File: config.mk
export PLATFORM = sky130hd
export DESIGN_NAME = key_event_fifo
export DESIGN_NICKNAME = d
export VERILOG_FILES = /design/src/rtl/key_evt_pkg.sv /design/src/rtl/key_evt_fifo.sv /design/src/rtl/key_event_fifo.sv
export SDC_FILE = /design/constraint.sdc
export NUM_CORES = 1
export LEC_CHECK = 0
export CORE_MARGIN = 2
export CORE_UTILIZATION = 35
export CTS_BUF_LIST = sky130_fd_sc_hd__clkbuf_8
export CTS_CLUSTER_SIZE = 25
export DETAILED_ROUTE_END_ITERATION = 7
export PLACE_DENSITY = 0.54
export SLEW_MARGIN = 20
export SYNTH_ARGS = -nofsm -noshare
export SYNTH_HDL_FRONTEND = slang
export SYNTH_SLANG_ARGS = --single-unit
File: constraint.sdc
create_clock -name clk -period 2.5 [get_ports clk]
set_input_delay 0.75 -clock clk [delete_from_list [all_inputs] [get_ports clk]]
set_output_delay 0.75 -clock clk [all_outputs]
set_load 0.01 [all_outputs]
File: src/rtl/key_evt_pkg.sv
// key_evt_pkg: shared definitions for the keypad event path.
// Holds the key-code width, the packed event entry and the
// long-press duration helper used by key_event_fifo.
package key_evt_pkg;

    localparam int KEY_CODE_W = 4;

    // One queued key event: key index plus long-press flag
    typedef struct packed {
        logic [KEY_CODE_W-1:0] code;
        logic                  is_long;
    } key_evt_t;

    // Number of clk cycles a key must be held to count as a long press
    function automatic int long_cycles(input int clk_hz, input int long_ms);
        return (clk_hz / 1000) * long_ms;
    endfunction

endpackage

File: src/rtl/key_evt_fifo.sv
// key_evt_fifo: small first-word-fall-through FIFO.
// Pointers carry one extra wrap bit so full and empty are distinguishable
// without a separate count. A pop while full frees the slot for a push in
// the same cycle; a pop while empty is ignored.
module key_evt_fifo #(
    parameter int DEPTH = 4,
    parameter int W     = 5
) (
    input  logic         clk,
    input  logic         nrst,
    input  logic         push,
    input  logic [W-1:0] push_data,
    output logic         full,
    input  logic         pop,
    output logic         empty,
    output logic [W-1:0] head
);

    localparam int AW = $clog2(DEPTH);

    logic [AW:0]  wr_ptr_reg;
    logic [AW:0]  rd_ptr_reg;
    logic [W-1:0] mem [DEPTH];
    logic         do_pop;
    logic         do_push;

    assign empty   = (wr_ptr_reg == rd_ptr_reg);
    assign full    = (wr_ptr_reg[AW-1:0] == rd_ptr_reg[AW-1:0]) &&
                     (wr_ptr_reg[AW] != rd_ptr_reg[AW]);
    assign do_pop  = pop & ~empty;
    assign do_push = push & (~full | do_pop);
    assign head    = mem[rd_ptr_reg[AW-1:0]];

    // Advance read/write pointers on accepted pop/push
    always_ff @(posedge clk or negedge nrst) begin
        if (!nrst) begin
            wr_ptr_reg <= '0;
            rd_ptr_reg <= '0;
        end else begin
            if (do_push) wr_ptr_reg <= wr_ptr_reg + 1'b1;
            if (do_pop)  rd_ptr_reg <= rd_ptr_reg + 1'b1;
        end
    end

    // Storage write; contents are don't-care until a slot is pushed
    always_ff @(posedge clk) begin
        if (do_push) mem[wr_ptr_reg[AW-1:0]] <= push_data;
    end

endmodule

File: src/rtl/key_event_fifo.sv
// key_event_fifo: turns debounced key levels into queued key events.
// Press edges set per-key pending bits; a lowest-index-first arbiter moves
// them into a FWFT FIFO drained by a valid/ready consumer. A second press of
// a still-pending key is dropped and flagged on overflow.
// Optional long-press tracker enabled by defining KEY_EVT_LONGPRESS_EN.
module key_event_fifo
    import key_evt_pkg::*;
#(
    parameter int NKEYS   = 16,
    parameter int CLK_HZ  = 50_000_000,
    parameter int LONG_MS = 1000,
    parameter int DEPTH   = 4
) (
    input  logic                  clk,
    input  logic                  nrst,
    input  logic [NKEYS-1:0]      key_lvl,
    output logic                  evt_valid,
    input  logic                  evt_ready,
    output logic [KEY_CODE_W-1:0] evt_code,
    output logic                  evt_long,
    output logic                  overflow
);

`ifdef KEY_EVT_LONGPRESS_EN
    localparam int ENTRY_W = $bits(key_evt_t);
`else
    localparam int ENTRY_W = KEY_CODE_W;
`endif

    logic [NKEYS-1:0]      key_q_reg;
    logic [NKEYS-1:0]      pending_reg;
    logic [NKEYS-1:0]      press;
    logic [NKEYS-1:0]      pend_lowest;
    logic [NKEYS-1:0]      pushed_mask;
    logic [KEY_CODE_W-1:0] pend_idx;
    logic [KEY_CODE_W-1:0] push_code;
    logic                  push_en;
    logic                  can_accept;
    logic                  drop_short;
    logic                  drop_long;
    logic                  overflow_reg;
    logic                  fifo_full;
    logic                  fifo_empty;
    logic [ENTRY_W-1:0]    push_data;
    logic [ENTRY_W-1:0]    fifo_head;

    genvar gi;
    generate
        for (gi = 0; gi < NKEYS; gi++) begin : g_edge
            assign press[gi] = key_lvl[gi] & ~key_q_reg[gi];
        end
    endgenerate

    assign pend_lowest = pending_reg & (~pending_reg + 1'b1);
    assign can_accept  = ~fifo_full | (evt_valid & evt_ready);
    assign drop_short  = |(press & pending_reg & ~pushed_mask);

    // Encode the lowest set pending bit as a key index
    always_comb begin
        pend_idx = '0;
        for (int i = NKEYS - 1; i >= 0; i--) begin
            if (pending_reg[i]) pend_idx = i[KEY_CODE_W-1:0];
        end
    end

`ifdef KEY_EVT_LONGPRESS_EN
    localparam int LONG_CYCLES = long_cycles(CLK_HZ, LONG_MS);
    localparam int CNT_W       = (LONG_CYCLES > 1) ? $clog2(LONG_CYCLES) : 1;
    localparam logic [CNT_W-1:0] CNT_LAST = CNT_W'(LONG_CYCLES - 1);

    logic [KEY_CODE_W-1:0] trk_key_reg;
    logic [KEY_CODE_W-1:0] long_key_reg;
    logic [KEY_CODE_W-1:0] press_idx;
    logic [CNT_W-1:0]      trk_cnt_reg;
    logic                  trk_act_reg;
    logic                  long_pend_reg;
    logic                  trk_held;
    logic                  threshold;
    logic                  long_take;
    logic                  push_long;
    key_evt_t              push_evt;
    key_evt_t              head_evt;

    assign trk_held  = key_lvl[trk_key_reg];
    assign threshold = trk_act_reg & trk_held & (trk_cnt_reg == CNT_LAST);
    assign drop_long = threshold & long_pend_reg & ~long_take;

    // Highest-index key pressed this cycle becomes the tracked key
    always_comb begin
        press_idx = '0;
        for (int i = 0; i < NKEYS; i++) begin
            if (press[i]) press_idx = i[KEY_CODE_W-1:0];
        end
    end

    // Track hold time of the most recently pressed key and latch long events
    always_ff @(posedge clk or negedge nrst) begin
        if (!nrst) begin
            trk_key_reg   <= '0;
            trk_cnt_reg   <= '0;
            trk_act_reg   <= 1'b0;
            long_pend_reg <= 1'b0;
            long_key_reg  <= '0;
        end else begin
            if (|press) begin
                trk_key_reg <= press_idx;
                trk_cnt_reg <= '0;
                trk_act_reg <= 1'b1;
            end else if (trk_act_reg) begin
                if (!trk_held) begin
                    trk_act_reg <= 1'b0;
                    trk_cnt_reg <= '0;
                end else if (trk_cnt_reg == CNT_LAST) begin
                    trk_act_reg <= 1'b0;
                end else begin
                    trk_cnt_reg <= trk_cnt_reg + 1'b1;
                end
            end
            if (threshold && (!long_pend_reg || long_take)) begin
                long_pend_reg <= 1'b1;
                long_key_reg  <= trk_key_reg;
            end else if (long_take) begin
                long_pend_reg <= 1'b0;
            end
        end
    end
`else
    assign drop_long = 1'b0;
`endif

    // Arbiter: long event first, then the lowest-index pending press
    always_comb begin
        push_en     = 1'b0;
        push_code   = '0;
        pushed_mask = '0;
`ifdef KEY_EVT_LONGPRESS_EN
        push_long   = 1'b0;
        long_take   = 1'b0;
        if (can_accept && long_pend_reg) begin
            push_en   = 1'b1;
            push_code = long_key_reg;
            push_long = 1'b1;
            long_take = 1'b1;
        end else
`endif
        if (can_accept && (|pending_reg)) begin
            push_en     = 1'b1;
            push_code   = pend_idx;
            pushed_mask = pend_lowest;
        end
    end

    // Edge history, pending presses and the overflow pulse
    always_ff @(posedge clk or negedge nrst) begin
        if (!nrst) begin
            key_q_reg    <= '0;
            pending_reg  <= '0;
            overflow_reg <= 1'b0;
        end else begin
            key_q_reg    <= key_lvl;
            pending_reg  <= (pending_reg & ~pushed_mask) | press;
            overflow_reg <= drop_short | drop_long;
        end
    end

`ifdef KEY_EVT_LONGPRESS_EN
    assign push_evt  = '{code: push_code, is_long: push_long};
    assign push_data = push_evt;
    assign head_evt  = fifo_head;
    assign evt_code  = fifo_empty ? '0 : head_evt.code;
    assign evt_long  = ~fifo_empty & head_evt.is_long;
`else
    assign push_data = push_code;
    assign evt_code  = fifo_empty ? '0 : fifo_head;
    assign evt_long  = 1'b0;
`endif

    assign evt_valid = ~fifo_empty;
    assign overflow  = overflow_reg;

    key_evt_fifo #(
        .DEPTH (DEPTH),
        .W     (ENTRY_W)
    ) u_fifo (
        .clk       (clk),
        .nrst      (nrst),
        .push      (push_en),
        .push_data (push_data),
        .full      (fifo_full),
        .pop       (evt_valid & evt_ready),
        .empty     (fifo_empty),
        .head      (fifo_head)
    );

endmodule
==> impl_metrics.py, run 1 <==
metrics = {
    "status": {
        "status": "finished clean",
    },
    "placement": {
        "place_ws_ps": -120,
        "dp_hpwl_um": 3570,
        "globalplace.congestion": 0.813,
        "io_buffers": 24,
    },
    "critical_path": {
        "critPathBufInv": 2,
        "startpoint_type": "flop",
        "critPathRequiredTime_ps": 1750,
        "cpMaxStageDelayCell": "mux4_1",
        "slowest_delay_ps": 510,
        "worstPathMaxFanout": 5,
        "critPathKind": "reg -> out",
        "crit_family": "multiplexers",
        "end_kind": "output pin",
        "crit_chain": "buf_6 > mux4_1 > and2_1 > buf_2",
        "crit_arrival_ps": 1660,
    },
    "clock_network": {
        "cts_hold_buffers": 0,
        "cts_root_buffer": "clkbuf_8",
        "numCtsBuffers": 5,
        "path_clk_slew_ps": 100,
        "cts_buffer_depth": 2,
        "clk_latency_ps": 310,
        "htree_levels": 2,
        "cts_tree": "yes",
        "cts.sinks": 55,
    },
    "synth": {
        "synth_edf_count": 16,
        "synth_area_sq_um": 2580,
        "synth_seq_cells": 55,
        "yosysWarnings": 0,
        "synthCells": 210,
        "async_reset_ff_frac": 0.709,
        "synth.distinct_cells": 50,
        "synth.net_count": 234,
        "ys_seq_area_frac": 0.565,
        "synth.avg_cell_area_sq_um": 12.3,
        "ys.flop_type": "dfrtp_1",
    },
    "routing": {
        "route.met2.wl_um": 2330,
        "wl_met3_um": 156,
        "routed_wirelength_um": 4750,
        "drc_errors": 0,
        "vias": 1706,
        "m1WireLength_um": 2210,
        "via_per_inst": 4.78,
        "drt_first_pass_iters": 4,
        "highest_layer": "met4",
        "drtAntennaViolNets": 0,
        "routedWlPerCell_um": 13.3,
        "drtIter0Drc": 60,
    },
    "final_layout": {
        "area_delta_synth_final_pct": 22.7,
        "antenna_cells": 0,
        "post-route-util": 0.441,
        "drive_above_1_share": 0.205,
        "nNetsFinal": 281,
    },
    "global_routing": {
        "track_usage": 0.131,
        "grt_start_max_net_pins": 40,
        "grt-ovfl-total": 0,
        "grt_first_pass_wirelength_um": 8500,
        "antenna_found_initial": 0,
        "grt_pass1_vias": 1755,
    },
    "pwr": {
        "powerDensity_nw_per_um2": 966,
        "design_power_total_mw": 3.05,
        "p_leak_nw": 1.26,
        "ir_drop_mv": 0.296,
    },
    "worst_hold_path": {
        "hold_class": "reg -> reg",
    },
    "timing": {
        "fin_ws_ps": 90.9,
        "fin_hold_ws_ps": 446,
        "fmaxAchievable_mhz": 415,
        "period_share": 0.964,
        "rsz0062_at_grt": "false",
        "setup_violations": 0,
        "slew_headroom": 0.664,
        "worst_pin_slew_ps": 504,
        "layout_min_cycle_time_ps": 2410,
        "final_hold_viol_count": 0,
        "fin_skew_ps": 6.50,
        "drv_slew": 0,
    },
    "floorplanning": {
        "die_h_um": 89.8,
        "core_area_sq_um": 7180,
        "die_w_um": 89.8,
        "rows": 31,
        "start_util": 0.359,
        "io_pins": 26,
        "dieArea_sq_um": 8070,
    },
    "flow_run": {
        "drv_cap": 0,
    },
}
## routing by layer
layer  vias up  global-route usage
met5         -                   0
met4         0              0.0346
met3         5              0.0302
met2        29               0.217
met1       818               0.174
li1        854                   -
## cell families after synthesis
family                   after synthesis  share of synthesized area
AO/OA/AOI/OAI                         53                      0.150
multiplexers                           5                     0.0451
flip-flops                            55                      0.565
buffers and inverters                 19                     0.0330
other                                  1                    0.00145
AND/OR/NAND/NOR                       65                      0.158
XOR/XNOR                               7                     0.0238
adder cells (fa/ha/maj)                5                     0.0243
## through the flow
step,std cells,area [sq um],setup TNS [ps]
2_1_floorplan,210,2580,0
3_3_place_gp,343,3010,-177
3_5_place_dp,343,3010,-357
4_1_cts,355,3130,0
5_1_grt,357,3160,0
6_report,357,3160,0
## path summary, 6_finish.rpt
| path | start | endpoint | slack [ps] | cells after the start |
|---|---|---|---|---|
| max | u_fifo.rd_ptr_reg[0]$_DFFE_PN0P_ | evt_code[0] | 90 | 4 |
| min | key_q_reg[15]$_DFF_PN0_ | pending_reg[15]$_DFF_PN0_ | 450 | 1 |
| max reg2reg | u_fifo.rd_ptr_reg[0]$_DFFE_PN0P_ | overflow$_DFF_PN0_ | 320 | 9 |
| min reg2reg | key_q_reg[15]$_DFF_PN0_ | pending_reg[15]$_DFF_PN0_ | 450 | 1 |
| max in group asynchronous | nrst | u_fifo.rd_ptr_reg[0]$_DFFE_PN0P_ | 1670 | 2 |
| min in group asynchronous | nrst | u_fifo.wr_ptr_reg[2]$_DFFE_PN0P_ | 480 | 2 |
## placed cells by master (no fill, tap or decap), types with 2 or more instances in the layout
master / count
dfrtp_1: 38
clkdlybuf4s50_1: 18
buf_4: 18
edfxtp_1: 16
inv_1: 15
nor2_1: 14
o21ai_0: 14
nand2b_1: 8
a21oi_1: 8
nand2_1: 7
nor2b_1: 7
and2_1: 6
a21o_1: 5
ha_1: 5
clkbuf_8: 5
xnor2_1: 4
o31ai_1: 4
o21ai_1: 4
buf_6: 4
or4_1: 3
nand2_2: 3
mux4_2: 3
a22o_1: 3
nor4_4: 2
xor2_1: 2
o21bai_1: 2
and2_4: 2
nand3b_1: 2
nor3b_1: 2
o311ai_0: 2
buf_2: 2
## synth_stat cells (2+ instances only)
| master | instances | area (sq um) |
|---|---|---|
| buf_2 | 2 | 10.0 |
| a21o_1 | 5 | 37.5 |
| xnor2_1 | 4 | 35.0 |
| a21oi_1 | 8 | 40.0 |
| xor2_1 | 3 | 26.3 |
| o31ai_1 | 4 | 30.0 |
| o311ai_0 | 2 | 17.5 |
| nand2_2 | 2 | 12.5 |
| nor3b_1 | 2 | 15.0 |
| nand2_1 | 8 | 30.0 |
| o21ai_0 | 14 | 70.1 |
| o21ai_1 | 4 | 20.0 |
| nor4_4 | 2 | 42.5 |
| nand3b_1 | 2 | 15.0 |
| dfrtp_1 | 39 | 976 |
| a22o_1 | 3 | 26.3 |
| edfxtp_1 | 16 | 480 |
| and2_1 | 8 | 50.1 |
| nor2_1 | 14 | 52.6 |
| or4_1 | 3 | 22.5 |
| ha_1 | 5 | 62.6 |
| nand2b_1 | 8 | 50.1 |
| o21bai_1 | 2 | 15.0 |
| nor2b_1 | 7 | 43.8 |
| mux4_1 | 4 | 105 |
| inv_1 | 15 | 56.3 |
## area by class of cell
cell class / instances / area, sq um
clock inverters: 3 / 27.5
multi-input cells: 136 / 1040
repair buffers: 44 / 388
well taps: 99 / 124
flip-flops and latches: 55 / 1460
clock buffers: 5 / 68.8
inverters: 15 / 56.3
fillers: 686 / 4010
## report_power, final
group / total (mW) / internal, mW / switching (mW)
combinational: 1.19 / 0.663 / 0.529
clock: 0.511 / 0.206 / 0.305
sequential: 1.35 / 1.19 / 0.161
## what timing repair did
item                                    4_1_cts  5_1_grt
endpoints found under the setup margin        5        5
buffers inserted                              4        2
cloned                                        0        0
gates resized for setup                      18       10
pin swaps                                     0        2
Note: power is estimated with default switching activity, not from simulation.
==> inputs of run 2 (changes only) <==
Settings changed: CORE_UTILIZATION 35 to 30, PLACE_DENSITY 0.54 to 0.48.
==> impl_metrics.py, run 2 (synthesized netlist as in run 1, its figures left out) <==
metrics = {
    "final_layout": {
        "area_delta_synth_final_pct": 22.6,
        "nNetsFinal": 281,
        "antenna_cells": 0,
        "final_common_cell": "dfrtp_1",
        "drive_above_1_share": 0.186,
        "post-route-util": 0.383,
        "final_area_sq_um": 3160,
        "nFillCells": 826,
        "mostFrequentLayoutCells": "dfrtp_1, clkdlybuf4s50_1, buf_4",
    },
    "floorplanning": {
        "rows": 33,
        "start_util": 0.312,
        "dieArea_sq_um": 9350,
        "io_pins": 26,
        "die_w_um": 96.7,
        "die_h_um": 96.7,
        "core_area_sq_um": 8260,
    },
    "placement": {
        "dp_hpwl_um": 3680,
        "place_area_sq_um": 3040,
        "place_ws_ps": -206,
        "globalplace.congestion": 0.754,
        "io_buffers": 24,
    },
    "worst_hold_path": {
        "hold_class": "reg -> reg",
    },
    "pwr": {
        "powerDensity_nw_per_um2": 935,
        "ir_drop_mv": 0.328,
        "p_leak_nw": 1.26,
        "design_power_total_mw": 2.95,
    },
    "clock_network": {
        "cts_tree": "yes",
        "cts_buffer_depth": 2,
        "cts_hold_buffers": 0,
        "htree_levels": 2,
        "cts.sinks": 55,
        "numCtsBuffers": 5,
        "clk_latency_ps": 290,
        "cts_root_buffer": "clkbuf_8",
        "path_clk_slew_ps": 90,
    },
    "critical_path": {
        "worstPathMaxFanout": 4,
        "startpoint_type": "flop",
        "crit_arrival_ps": 1640,
        "crit_chain": "buf_4 > mux4_1 > and2_1 > clkbuf_2",
        "critPathKind": "reg -> out",
        "slowest_delay_ps": 520,
        "critPathRequiredTime_ps": 1750,
        "end_kind": "output pin",
        "cpMaxStageDelayCell": "mux4_1",
    },
    "global_routing": {
        "grt_start_max_net_pins": 40,
        "antenna_found_initial": 0,
        "track_usage": 0.110,
        "grt-ovfl-total": 0,
        "grt_first_pass_wirelength_um": 8380,
        "grt_pass1_vias": 1758,
    },
    "timing": {
        "fin_ws_ps": 107,
        "fin_skew_ps": 5.92,
        "worst_pin_slew_ps": 509,
        "setup_violations": 0,
        "fin_hold_ws_ps": 444,
        "period_share": 0.957,
        "slew_headroom": 0.661,
        "final_hold_viol_count": 0,
        "layout_min_cycle_time_ps": 2390,
        "rsz0062_at_grt": "false",
        "fmaxAchievable_mhz": 418,
        "drv_slew": 0,
    },
    "routing": {
        "via_per_inst": 4.63,
        "drtAntennaViolNets": 0,
        "drc_errors": 0,
        "vias": 1682,
        "drt_first_pass_iters": 4,
        "routedWlPerCell_um": 13.1,
        "drtIter0Drc": 20,
        "routed_wirelength_um": 4770,
    },
    "flow_run": {
        "drv_cap": 0,
    },
    "status": {
        "status": "finished clean",
    },
}
run 2: cell types whose count changed in the layout (fill, tap and decap cells not counted), sizes merged:
cell      change
buf           -1
clkbuf        +1
clkinv        +1
clkinvlp      -1
run 2: what timing repair did:
| action | in CTS | in global routing |
|---|---|---|
| cloned | 0 | 0 |
| pin swaps | 0 | 1 |
| resized for setup | 18 | 8 |
| setup buffers | 4 | 2 |
| endpoints found under the setup margin | 5 | 5 |
run 2: worst paths after layout:
| path | from | slack [ps] | cells past startpoint | endpoint |
|---|---|---|---|---|
| hold reg to reg | key_q_reg[3]$_DFF_PN0_ | 440 | 1 | pending_reg[3]$_DFF_PN0_ |
| setup reg to reg | pending_reg[11]$_DFF_PN0_ | 290 | 6 | overflow$_DFF_PN0_ |
| setup / recovery | u_fifo.rd_ptr_reg[0]$_DFFE_PN0P_ | 110 | 4 | evt_code[0] |
| hold / removal | key_q_reg[3]$_DFF_PN0_ | 440 | 1 | pending_reg[3]$_DFF_PN0_ |
| min in group asynchronous | nrst | 490 | 2 | u_fifo.rd_ptr_reg[0]$_DFFE_PN0P_ |
| max in group asynchronous | nrst | 1640 | 2 | u_fifo.rd_ptr_reg[2]$_DFFE_PN0P_ |
run 2: stage by stage:
stage,instances,setup TNS [ps]
after floorplan,210,0
after global placement,350,-184
after detailed placement,350,-475
after CTS,362,-139
after global routing,363,0
final,363,0
run 2: area by class of cell:
class | count | area [sq um] | share of cell area
Sequential cell | 55 | 1460 | 0.461
Multi-Input combinational cell | 136 | 1040 | 0.329
Timing Repair Buffer | 44 | 394 | 0.125
Tap cell | 105 | 131 | 0.0416
Clock buffer | 5 | 68.8 | 0.0218
Inverter | 15 | 56.3 | 0.0178
Clock inverter | 3 | 11.3 | 0.00356
run 2: critical path, delay by kind of cell (launching register included):
family,cells,cell delay (ps)
DFF,1,410
buffers and inverters,2,250
and+or+nand+nor,1,170
muxes,1,520
run 2: per-layer routing:
metal / routed length (um) / vias up / share of wire / track usage
met5: 0 / - / 0 / 0
met4: 40 / 0 / 0.0084 / 0.0293
met3: 168 / 4 / 0.035 / 0.0289
met2: 2210 / 26 / 0.46 / 0.179
met1: 2350 / 801 / 0.49 / 0.145
li1: - / 851 / - / -
run 2: power by group:
| group | switching (mW) | internal (mW) |
|---|---|---|
| registers | 0.156 | 1.19 |
| logic | 0.531 | 0.632 |
| clock network | 0.259 | 0.188 |
